File: config.mk
export PLATFORM = sky130hd
export DESIGN_NAME = multiport_acc_cpu
export DESIGN_NICKNAME = d
export VERILOG_FILES = /design/src/rtl/acc_cpu_pkg.sv /design/src/rtl/acc_cpu_stack.sv /design/src/rtl/multiport_acc_cpu.sv
export SDC_FILE = /design/constraint.sdc
export NUM_CORES = 1
export LEC_CHECK = 0
export ABC_AREA = 1
export CELL_PAD_IN_SITES_DETAIL_PLACEMENT = 1
export CELL_PAD_IN_SITES_GLOBAL_PLACEMENT = 1
export CORE_ASPECT_RATIO = 0.7
export CORE_MARGIN = 2
export CORE_UTILIZATION = 44
export CTS_BUF_LIST = sky130_fd_sc_hd__clkbuf_16
export DETAILED_ROUTE_END_ITERATION = 8
export PLACE_DENSITY = 0.73
export SYNTH_ARGS = -nofsm -noshare
export SYNTH_HDL_FRONTEND = slang
export SYNTH_HIERARCHICAL = 1
export SYNTH_SLANG_ARGS = --single-unit
File: constraint.sdc
create_clock -name clk -period 5.2 [get_ports clk]
set_input_delay 1.04 -clock clk [delete_from_list [all_inputs] [get_ports clk]]
set_output_delay 1.04 -clock clk [all_outputs]
set_load 0.005 [all_outputs]
File: src/rtl/acc_cpu_pkg.sv
// Shared opcodes, FSM states, control bundle and default sizing
// for the multi-port accumulator CPU.
package acc_cpu_pkg;

    localparam int DEF_DATA_WIDTH   = 11;
    localparam int DEF_ADDR_WIDTH   = 6;
    localparam int DEF_OPCODE_WIDTH = 5;
    localparam int DEF_NUM_PORTS    = 4;
    localparam int DEF_STACK_DEPTH  = 8;
    localparam int OPCODE_BITS      = 5;

    typedef enum logic [4:0] {
        OP_NOP   = 5'd0,
        OP_LOAD  = 5'd1,
        OP_STORE = 5'd2,
        OP_ADD   = 5'd3,
        OP_SUB   = 5'd4,
        OP_AND   = 5'd5,
        OP_OR    = 5'd6,
        OP_XOR   = 5'd7,
        OP_NOT   = 5'd8,
        OP_SHR   = 5'd9,
        OP_SHL   = 5'd10,
        OP_INC   = 5'd11,
        OP_DEC   = 5'd12,
        OP_JMP   = 5'd13,
        OP_JZ    = 5'd14,
        OP_JC    = 5'd15,
        OP_PUSH  = 5'd16,
        OP_POP   = 5'd17,
        OP_CALL  = 5'd18,
        OP_RET   = 5'd19,
        OP_IN    = 5'd20,
        OP_OUT   = 5'd21,
        OP_LDI   = 5'd22,
        OP_HALT  = 5'd23
    } opcode_e;

    typedef enum logic [2:0] {
        S_IDLE,
        S_FETCH,
        S_EXEC,
        S_HALT,
        S_FAULT
    } state_e;

    typedef struct packed {
        logic acc_wr;
        logic store;
        logic push;
        logic pop;
        logic out;
        logic halt;
        logic bad;
    } exec_ctl_t;

endpackage

File: src/rtl/acc_cpu_stack.sv
// LIFO used for PUSH/POP data and CALL/RET return addresses.
module acc_cpu_stack #(
    parameter int DEPTH = 8,
    parameter int WIDTH = 11
) (
    input  logic             clk,
    input  logic             reset,
    input  logic             clear,
    input  logic             push,
    input  logic             pop,
    input  logic [WIDTH-1:0] push_data,
    output logic [WIDTH-1:0] top_data,
    output logic             full,
    output logic             empty
);

    localparam int IW  = $clog2(DEPTH);
    localparam int SPW = $clog2(DEPTH + 1);
    localparam logic [SPW-1:0] FULL_CNT = SPW'(DEPTH);
    localparam logic [SPW-1:0] SP_ONE   = SPW'(1);

    generate
        if (DEPTH < 2) begin : g_bad_depth
            $error("acc_cpu_stack: DEPTH must be at least 2");
        end
    endgenerate

    logic [WIDTH-1:0] entries [DEPTH];
    logic [SPW-1:0]   sp;

    assign full     = (sp == FULL_CNT);
    assign empty    = (sp == '0);
    assign top_data = entries[IW'(sp - SP_ONE)];

    always_ff @(posedge clk) begin
        if (reset || clear) begin
            sp <= '0;
        end else if (push && !full) begin
            sp <= sp + SP_ONE;
        end else if (pop && !empty) begin
            sp <= sp - SP_ONE;
        end
    end

    // Contents are left alone on reset; only the pointer matters.
    always_ff @(posedge clk) begin
        if (push && !full) begin
            entries[sp[IW-1:0]] <= push_data;
        end
    end

endmodule

File: src/rtl/multiport_acc_cpu.sv
// Two-cycle accumulator CPU with unified program/data memory,
// hardware stack and a bank of registered I/O channels.
module multiport_acc_cpu
    import acc_cpu_pkg::*;
#(
    parameter int DATA_WIDTH   = DEF_DATA_WIDTH,
    parameter int ADDR_WIDTH   = DEF_ADDR_WIDTH,
    parameter int OPCODE_WIDTH = DEF_OPCODE_WIDTH,
    parameter int NUM_PORTS    = DEF_NUM_PORTS,
    parameter int STACK_DEPTH  = DEF_STACK_DEPTH
) (
    input  logic                            clk,
    input  logic                            reset,
    input  logic                            load_en,
    input  logic [ADDR_WIDTH-1:0]           load_addr,
    input  logic [DATA_WIDTH-1:0]           load_data,
    input  logic                            start,
    input  logic [NUM_PORTS*DATA_WIDTH-1:0] port_in,
    output logic [NUM_PORTS*DATA_WIDTH-1:0] port_out,
    output logic [NUM_PORTS-1:0]            port_oe,
    output logic [DATA_WIDTH-1:0]           acc_out,
    output logic [ADDR_WIDTH-1:0]           pc_out,
    output logic                            zero_flag,
    output logic                            carry_flag,
    output logic                            busy,
    output logic                            halted,
    output logic                            fault
);

    localparam int OPW       = DATA_WIDTH - OPCODE_WIDTH;
    localparam int MEM_DEPTH = 1 << ADDR_WIDTH;

    generate
        if (OPW < ADDR_WIDTH || NUM_PORTS < 1 ||
            NUM_PORTS > (1 << OPW) || OPCODE_WIDTH < OPCODE_BITS) begin : g_bad_params
            $error("multiport_acc_cpu: inconsistent parameters");
        end
    endgenerate

    localparam logic [ADDR_WIDTH-1:0] PC_ONE  = ADDR_WIDTH'(1);
    localparam logic [DATA_WIDTH:0]   ACC_ONE = (DATA_WIDTH + 1)'(1);
    localparam logic [OPW:0]          NP_LIM  = (OPW + 1)'(NUM_PORTS);

    state_e                  state;
    logic [DATA_WIDTH-1:0]   mem [MEM_DEPTH];
    logic [DATA_WIDTH-1:0]   ir;
    logic [DATA_WIDTH-1:0]   acc;
    logic [ADDR_WIDTH-1:0]   pc;
    logic                    z;
    logic                    c;

    logic [OPCODE_WIDTH-1:0] op_field;
    logic [OPW-1:0]          opnd;
    logic [ADDR_WIDTH-1:0]   a;
    logic [DATA_WIDTH-1:0]   m;
    logic                    op_hi_bad;
    logic                    port_bad;
    logic [DATA_WIDTH-1:0]   in_word;

    exec_ctl_t               ctl;
    logic [DATA_WIDTH:0]     sum;
    logic [DATA_WIDTH-1:0]   acc_n;
    logic                    z_n;
    logic                    c_n;
    logic [ADDR_WIDTH-1:0]   pc_inc;
    logic [ADDR_WIDTH-1:0]   pc_n;
    logic [DATA_WIDTH-1:0]   push_val;

    logic                    in_exec;
    logic                    can_load;
    logic                    do_start;
    logic                    stk_full;
    logic                    stk_empty;
    logic [DATA_WIDTH-1:0]   stk_top;

    assign op_field  = ir[DATA_WIDTH-1 -: OPCODE_WIDTH];
    assign opnd      = ir[OPW-1:0];
    assign a         = opnd[ADDR_WIDTH-1:0];
    assign m         = mem[a];
    assign op_hi_bad = ((op_field >> OPCODE_BITS) != '0);
    assign port_bad  = ({1'b0, opnd} >= NP_LIM);
    assign pc_inc    = pc + PC_ONE;

    assign in_exec  = (state == S_EXEC);
    assign can_load = (state == S_IDLE) || (state == S_HALT);
    assign do_start = can_load && start && !load_en;

    always_comb begin
        in_word = '0;
        for (int p = 0; p < NUM_PORTS; p++) begin
            if (opnd == OPW'(p)) begin
                in_word = port_in[p*DATA_WIDTH +: DATA_WIDTH];
            end
        end
    end

    always_comb begin
        ctl      = '0;
        ctl.bad  = op_hi_bad;
        sum      = '0;
        acc_n    = acc;
        c_n      = c;
        pc_n     = pc_inc;
        push_val = acc;
        unique case (op_field[OPCODE_BITS-1:0])
            OP_NOP:   ;
            OP_LOAD:  begin acc_n = m; ctl.acc_wr = 1'b1; end
            OP_STORE: ctl.store = 1'b1;
            OP_ADD: begin
                sum = {1'b0, acc} + {1'b0, m};
                acc_n = sum[DATA_WIDTH-1:0];
                c_n = sum[DATA_WIDTH];
                ctl.acc_wr = 1'b1;
            end
            OP_SUB: begin
                sum = {1'b0, acc} - {1'b0, m};
                acc_n = sum[DATA_WIDTH-1:0];
                c_n = sum[DATA_WIDTH];
                ctl.acc_wr = 1'b1;
            end
            OP_AND:   begin acc_n = acc & m; ctl.acc_wr = 1'b1; end
            OP_OR:    begin acc_n = acc | m; ctl.acc_wr = 1'b1; end
            OP_XOR:   begin acc_n = acc ^ m; ctl.acc_wr = 1'b1; end
            OP_NOT:   begin acc_n = ~acc; ctl.acc_wr = 1'b1; end
            OP_SHR: begin
                acc_n = {1'b0, acc[DATA_WIDTH-1:1]};
                c_n = acc[0];
                ctl.acc_wr = 1'b1;
            end
            OP_SHL: begin
                acc_n = {acc[DATA_WIDTH-2:0], 1'b0};
                c_n = acc[DATA_WIDTH-1];
                ctl.acc_wr = 1'b1;
            end
            OP_INC: begin
                sum = {1'b0, acc} + ACC_ONE;
                acc_n = sum[DATA_WIDTH-1:0];
                c_n = sum[DATA_WIDTH];
                ctl.acc_wr = 1'b1;
            end
            OP_DEC: begin
                sum = {1'b0, acc} - ACC_ONE;
                acc_n = sum[DATA_WIDTH-1:0];
                c_n = sum[DATA_WIDTH];
                ctl.acc_wr = 1'b1;
            end
            OP_JMP:   pc_n = a;
            OP_JZ:    if (z) pc_n = a;
            OP_JC:    if (c) pc_n = a;
            OP_PUSH:  begin ctl.push = 1'b1; ctl.bad = stk_full; end
            OP_POP: begin
                acc_n = stk_top;
                ctl.acc_wr = 1'b1;
                ctl.pop = 1'b1;
                ctl.bad = stk_empty;
            end
            OP_CALL: begin
                push_val = DATA_WIDTH'(pc_inc);
                pc_n = a;
                ctl.push = 1'b1;
                ctl.bad = stk_full;
            end
            OP_RET: begin
                pc_n = stk_top[ADDR_WIDTH-1:0];
                ctl.pop = 1'b1;
                ctl.bad = stk_empty;
            end
            OP_IN: begin
                acc_n = in_word;
                ctl.acc_wr = 1'b1;
                ctl.bad = port_bad;
            end
            OP_OUT:   begin ctl.out = 1'b1; ctl.bad = port_bad; end
            OP_LDI:   begin acc_n = DATA_WIDTH'(opnd); ctl.acc_wr = 1'b1; end
            OP_HALT:  ctl.halt = 1'b1;
            default:  ctl.bad = 1'b1;
        endcase
        if (op_hi_bad) ctl.bad = 1'b1;
        z_n = ctl.acc_wr ? (acc_n == '0) : z;
    end

    acc_cpu_stack #(
        .DEPTH (STACK_DEPTH),
        .WIDTH (DATA_WIDTH)
    ) u_stack (
        .clk       (clk),
        .reset     (reset),
        .clear     (do_start),
        .push      (in_exec && ctl.push && !ctl.bad),
        .pop       (in_exec && ctl.pop && !ctl.bad),
        .push_data (push_val),
        .top_data  (stk_top),
        .full      (stk_full),
        .empty     (stk_empty)
    );

    // Reset blocks any write, including a STORE caught mid-EXEC.
    always_ff @(posedge clk) begin
        if (!reset) begin
            if (load_en && can_load) begin
                mem[load_addr] <= load_data;
            end else if (in_exec && ctl.store && !ctl.bad) begin
                mem[a] <= acc;
            end
        end
    end

    always_ff @(posedge clk) begin
        if (reset) begin
            state    <= S_IDLE;
            ir       <= '0;
            acc      <= '0;
            pc       <= '0;
            z        <= 1'b0;
            c        <= 1'b0;
            port_out <= '0;
            port_oe  <= '0;
            busy     <= 1'b0;
            halted   <= 1'b0;
            fault    <= 1'b0;
        end else begin
            unique case (state)
                S_IDLE, S_HALT: begin
                    if (do_start) begin
                        state  <= S_FETCH;
                        pc     <= '0;
                        acc    <= '0;
                        z      <= 1'b0;
                        c      <= 1'b0;
                        busy   <= 1'b1;
                        halted <= 1'b0;
                    end
                end
                S_FETCH: begin
                    ir    <= mem[pc];
                    state <= S_EXEC;
                end
                S_EXEC: begin
                    if (ctl.bad) begin
                        state <= S_FAULT;
                        busy  <= 1'b0;
                        fault <= 1'b1;
                    end else begin
                        acc <= acc_n;
                        z   <= z_n;
                        c   <= c_n;
                        pc  <= pc_n;
                        if (ctl.out) begin
                            for (int p = 0; p < NUM_PORTS; p++) begin
                                if (opnd == OPW'(p)) begin
                                    port_out[p*DATA_WIDTH +: DATA_WIDTH] <= acc;
                                    port_oe[p] <= 1'b1;
                                end
                            end
                        end
                        if (ctl.halt) begin
                            state  <= S_HALT;
                            busy   <= 1'b0;
                            halted <= 1'b1;
                        end else begin
                            state <= S_FETCH;
                        end
                    end
                end
                S_FAULT: ;
                default: begin
                    state <= S_IDLE;
                    busy  <= 1'b0;
                end
            endcase
        end
    end

    assign acc_out    = acc;
    assign pc_out     = pc;
    assign zero_flag  = z;
    assign carry_flag = c;

endmodule

---- After elaboration in Yosys (flattened, before gate mapping) ----
Memories as Yosys holds them, arrays and structs flattened. A register that Yosys moved wholly into a read port is not among the register bits.
Index checks and enable logic that the tools add are counted.
operators by class
  $add $sub $neg .......................... 7
  magnitude comparators ................... 1
  equal/unequal tests ..................... 37
  mux-type cells .......................... 54
  bitwise logic cells ..................... 7
  reduce and logical (&&, ||, !) cells .... 44
operators by type and width
  operator                                                                count
  11-bit case mux with 14 select lines                                    1
  11-bit 2-to-1 mux                                                       8
  5-bit by 4-bit equality test with 1-bit output (second input constant)  8
  5-bit equality test (second input constant)                             8
  6-bit 2-to-1 mux                                                        5
  4-bit AND reduction                                                     7
  1-bit 2-to-1 mux                                                        25
  6-bit case mux with 4 select lines                                      1
  11-bit case mux with 2 select lines                                     1
  5-bit by 3-bit equality test with 1-bit output (second input constant)  4
  18-bit OR reduction                                                     1
  14-bit OR reduction                                                     1
  11-bit by 1-bit adder with 12-bit output (second input constant)        1
  11-bit by 11-bit adder with 12-bit output                               1
  6-bit by 2-bit equality test with 1-bit output (second input constant)  2
  3-bit case mux with 4 select lines                                      1
  6-bit case mux with 2 select lines                                      1
  2-bit OR reduction                                                      6
  11-bit by 1-bit subtractor with 12-bit output (second input constant)   1
  11-bit by 11-bit subtractor with 12-bit output                          1
  11-bit AND                                                              1
  1-bit logical AND                                                       11
  11-bit logical NOT                                                      1
  11-bit inverter                                                         1
  other kinds (35)                                                        52
storage, ports and cells
  register bits ........................... 77
  memory bits (writable) .................. 792
  input bits .............................. 65
  output and inout port bits .............. 70
  memories kept ........................... 2
memories
  name             depth  width  rd ports  clocked after memory_dff  wr ports  line                     source
  mem              64     11     2         1                         1         multiport_acc_cpu.sv:45  logic [DATA_WIDTH-1:0] mem [MEM_DEPTH];
  u_stack.entries  8      11     1         0                         1         acc_cpu_stack.sv:28      logic [WIDTH-1:0] entries [DEPTH];

---- Longest topological paths before layout ----
  depth in word-level cells ............... 11
  gate-level depth with buffers ........... 34

---- Modules after synthesis ----
Netlist, hierarchy kept.
by module, submodules not included
  module             times used  cells an instance  area an instance (um^2)  sequential area each (um^2)
  multiport_acc_cpu  1           4732               40990.6                  22821.9
  acc_cpu_stack      1           310                3813.7                   2722.6

---- Least setup slack after synthesis ----
OpenSTA, ideal clock, no wires.
  kind .................................... input to register
  from .................................... in reset
  to ...................................... mem mem[0][10] in the netlist's numbering, data pin
  setup time .............................. 0.702 ns
  arrival ................................. 4.282 ns
  required time ........................... 4.498 ns
  slack ................................... 0.216 ns
  cell stages on the path ................. 5
  cells stage by stage .................... inv_1 -> nand4_2 -> buf_2 -> clkbuf_1 -> o21ai_0
on the way
  word-level cells in the longest chain between the ends .. 4
RTL lines
  what                                    line                      source
  from (decl)                             multiport_acc_cpu.sv:13   input logic reset,
  1-bit 2-to-1 mux                        multiport_acc_cpu.sv:199  if (!reset) begin
  1-bit 2-to-1 mux (implied by the code)  multiport_acc_cpu.sv:203  mem[a] <= acc;
  11-bit OR reduction (no source line)    -
  11-bit 2-to-1 mux (no source line)      -
  to (decl)                               multiport_acc_cpu.sv:45
No other way between the ends.

---- Worst setup path after layout ----
  from .................................... reg ir[3] (read register of mem)
  to ...................................... reg z, in the netlist zero_flag
on the way
  word-level cells in the longest chain between the ends .. 10
  elaborated cells between the ends (all ways) .. 23
  classes of those cells .................. 2 x add/sub; 1 x order compare; 4 x eq/ne; 9 x mux; 3 x bitwise; 3 x reduce/logical; 1 x memory
RTL lines
  what                                                                                                     line                      source
  from (decl)                                                                                              multiport_acc_cpu.sv:46   logic [DATA_WIDTH-1:0] ir;
  parallel branches: the longest is 10 deep, another holds 11-bit by 11-bit subtractor with 12-bit output  -
  to (signal assigned)                                                                                     multiport_acc_cpu.sv:245  z <= z_n;
  to (decl)                                                                                                multiport_acc_cpu.sv:49   logic z;
Several ways; the timed one is not identified. The select of a mux whose other input is x is not followed.
A chain may end at the register's enable or synchronous reset.

==> metrics.cfg <==
[worst_setup_path]
crit_path_end_kind=flip-flop
critPathLaunchType=flip-flop
r2r_end=zero_flag
crit_family=simple AND/OR/NAND/NOR gates
critPathSlowestCell=dfxtp_2
critPathRequiredTime_ns=5.84
path_cells=nor2_4 -> buf_4 -> inv_1 -> nor2_1 -> nor2_1 -> nand2_1 -> nand3_1 -> nand2_1 -> inv_1 -> ha_1 -> buf_4 -> nand3_1 -> nand2_1 -> nor2_1 -> nand2_1 -> nor2_1 -> nand4_1 -> nor2_1 -> nand2_1 -> nand2_1 -> nand3_1 -> nor2_1 -> nand3_1 -> a21oi_1
arrival_ns=5.59
critPathMaxStageDelay_ns=0.75
crit_buf_inv=4
crit_type=flip-flop to flip-flop
crit_path_max_fanout=35
timing.rr.start=ir[3]
r2r_cells=24
ff2ff_setup_slack_ns=0.25

[global_route]
grt_pass1_wl_um=280000
grt_pass1_vias=40395
antenna_found_initial=8
grt_max_degree=148
grt-ovfl-total=0
track_usage_pct=36.7

[timing]
fin_setup_tns_ns=0
rsz0062_at_grt=false
slew_headroom_pct=11.5
slew_violations=0
hold_viol=0
layout_setup_ws_ns=0.250
finalSetupViolCount=0
skew_ns=0.0270
holdWs_ns=0.446
worst_slew_pin_slew_ns=1.31
fin_crit_sh_pct=95.2
fmax_ghz=0.202
fin_crit_ns=4.95

[synth]
ys_top_cells_by_count=nand2_1, edfxtp_1, a21oi_1, nor2_1, nand3_1
synth_seq_area_share_pct=57.0
synthTopCellsByArea=edfxtp_1, nand2_1, a21oi_1
synth_edf_count=792
synthesis.area_sq_um=44800
yosysTopAreaCell=edfxtp_1
yosysWarnings=6
synth_most_common_cell=nand2_1
synth_cells=5042
synth_cell_types=57
synth_top_area_share_pct=53.1
ys_async_sr_fraction_pct=0
synth_seq_cells=880
syn_nets=5152
syn_area_per_cell_sq_um=8.89
ys.flop_type=edfxtp_1

[hold_path]
holdPathEnd=port_out[37]
holdPathStages=2
hold_start=port_out[37]
hold_path_class=flip-flop to flip-flop

[floorplan]
die_x_um=385
core_area_sq_um=100000
io_pins=135
dieArea_sq_um=104000
fp-row-count=97
fp.dieH_um=271
start_util_pct=44.6

[route]
drtAntennaViolNets=0
route.detailed.drc=0
viasPerCell=6.25
vias=41051
drtIter0Drc=5760
routedWlPerCell_um=29.5
wl_um=194000
detail_route.first_pass.iterations=6

[placed_design]
pre_cts_slack_ns=0.369
dpl.hpwl_um=126000
place_congestion=0.994
portBuffers=134

[pwr]
switching_share_pct=45.2
p_leak_nw=19.7
seqPwrFrac_pct=31.5
ir_drop_mv=0.407
p_sw_mw=11.7
p_per_area_nw_per_um2=504
pwr-share-clk_pct=24.3
p_int_mw=14.2
combinationalPowerShare_pct=44.2

[flow_run]
max_cap_viol_count=0

[clocking]
ctsHoldBuffers=0
cts_tree=built
path_clk_slew_ns=0.06
cts_buffer_depth=3
cts_buffers=90
cts_max_level=3
cts_root_buf=clkbuf_16
insertion_delay_ns=0.73
clock_sinks=880

[layout]
final_nets=5267
areaGrowthSynthToFinish_pct=14.7
finish.utilization_pct=51.1
drive_above_1_share_pct=8.20
fillers=11520

[status]
outcome=finished clean

## timing repair
item | CTS | global route
buffers inserted | 0 | 2
resized for setup | 0 | 7
setup endpoints to repair | 0 | 1
## power by group through the flow
stage               clock [mW]  sequential [mW]  combinational (mW)
floorplan                    0             8.06                6.25
global placement             0             8.29                10.7
detailed placement           0             8.30                10.8
CTS                       6.33             8.15                10.9
global route              6.60             8.16                12.1
finish                    6.29             8.16                11.4
## worst max-delay path by stage
stage,from,to,slack [ns],cells after the start
after floorplan,reset,mem[0][10],0.22,5
after global placement,ir[0],zero_flag,0.38,31
after detailed placement,ir[0],zero_flag,0.37,31
after CTS,ir[0],zero_flag,0.32,31
after global routing,ir[3],zero_flag,0.0003,23
final,ir[3],zero_flag,0.25,24
## flip-flops by register name, indices dropped and copies added, names as in the netlist
name             count
mem                704
u_stack/entries     88
port_out            44
acc_out             11
ir                  11
pc_out               6
port_oe              4
u_stack/sp           4
state                3
busy                 1
carry_flag           1
fault                1
halted               1
zero_flag            1
## tightest hold or removal path, stage by stage (launching register included)
cell and delay, ns:
dfxtp_1 0.31, inv_1 0.05, a21oi_1 0.05
## placed cells by master (no fill, tap or decap), drive strengths merged, types with 43 or more instances in the layout
| cell | count |
|---|---|
| nand2 | 1694 |
| edfxtp | 792 |
| a21oi | 515 |
| nor2 | 347 |
| nand3 | 299 |
| inv | 291 |
| o21ai | 267 |
| buf | 216 |
| o221ai | 182 |
| clkdlybuf4s50 | 134 |
| clkbuf | 92 |
| dfxtp | 88 |
| nand4 | 80 |
| ha | 43 |
## per-stage QoR
step	power (mW)	instances	area (sq um)
2_1_floorplan	14.3	5042	44800
3_3_place_gp	18.9	6399	48600
3_5_place_dp	19.1	6399	48600
4_1_cts	25.4	6563	51400
5_1_grt	26.8	6565	51400
6_report	25.9	6567	51400
## cells by family (layout without fill, tap and decap cells)
group	after synthesis	after routing	share of synthesized area (%)
and+or+nand+nor	2472	2472	22.5
AOI/OAI and AO/OA	1042	1042	13.7
DFF	880	880	57.0
buffers and inverters	596	783	5.39
adders and majority gates	45	45	1.29
xor gates and xnor gates	7	7	0.137
other	0	2	0
## final cells by class
cell class,count,area (sq um),area share [%]
well taps,1336,1670,3.25
repair buffers,350,3300,6.42
multi-input cells,3566,17100,33.2
clock buffers,92,2300,4.48
flip-flops and latches,880,25600,49.7
clock inverters,72,443,0.862
inverters,269,1040,2.03
diodes,2,5.00,0.00974
## layer usage
layer,vias to the layer above,track usage (%),wire length (um)
met3,381,13.1,27900
met1,20432,54.6,82700
met2,2505,49.5,77800
li1,17727,-,-
met5,-,0,41
met4,6,10.6,5450
(Power assumes the default switching activity.)
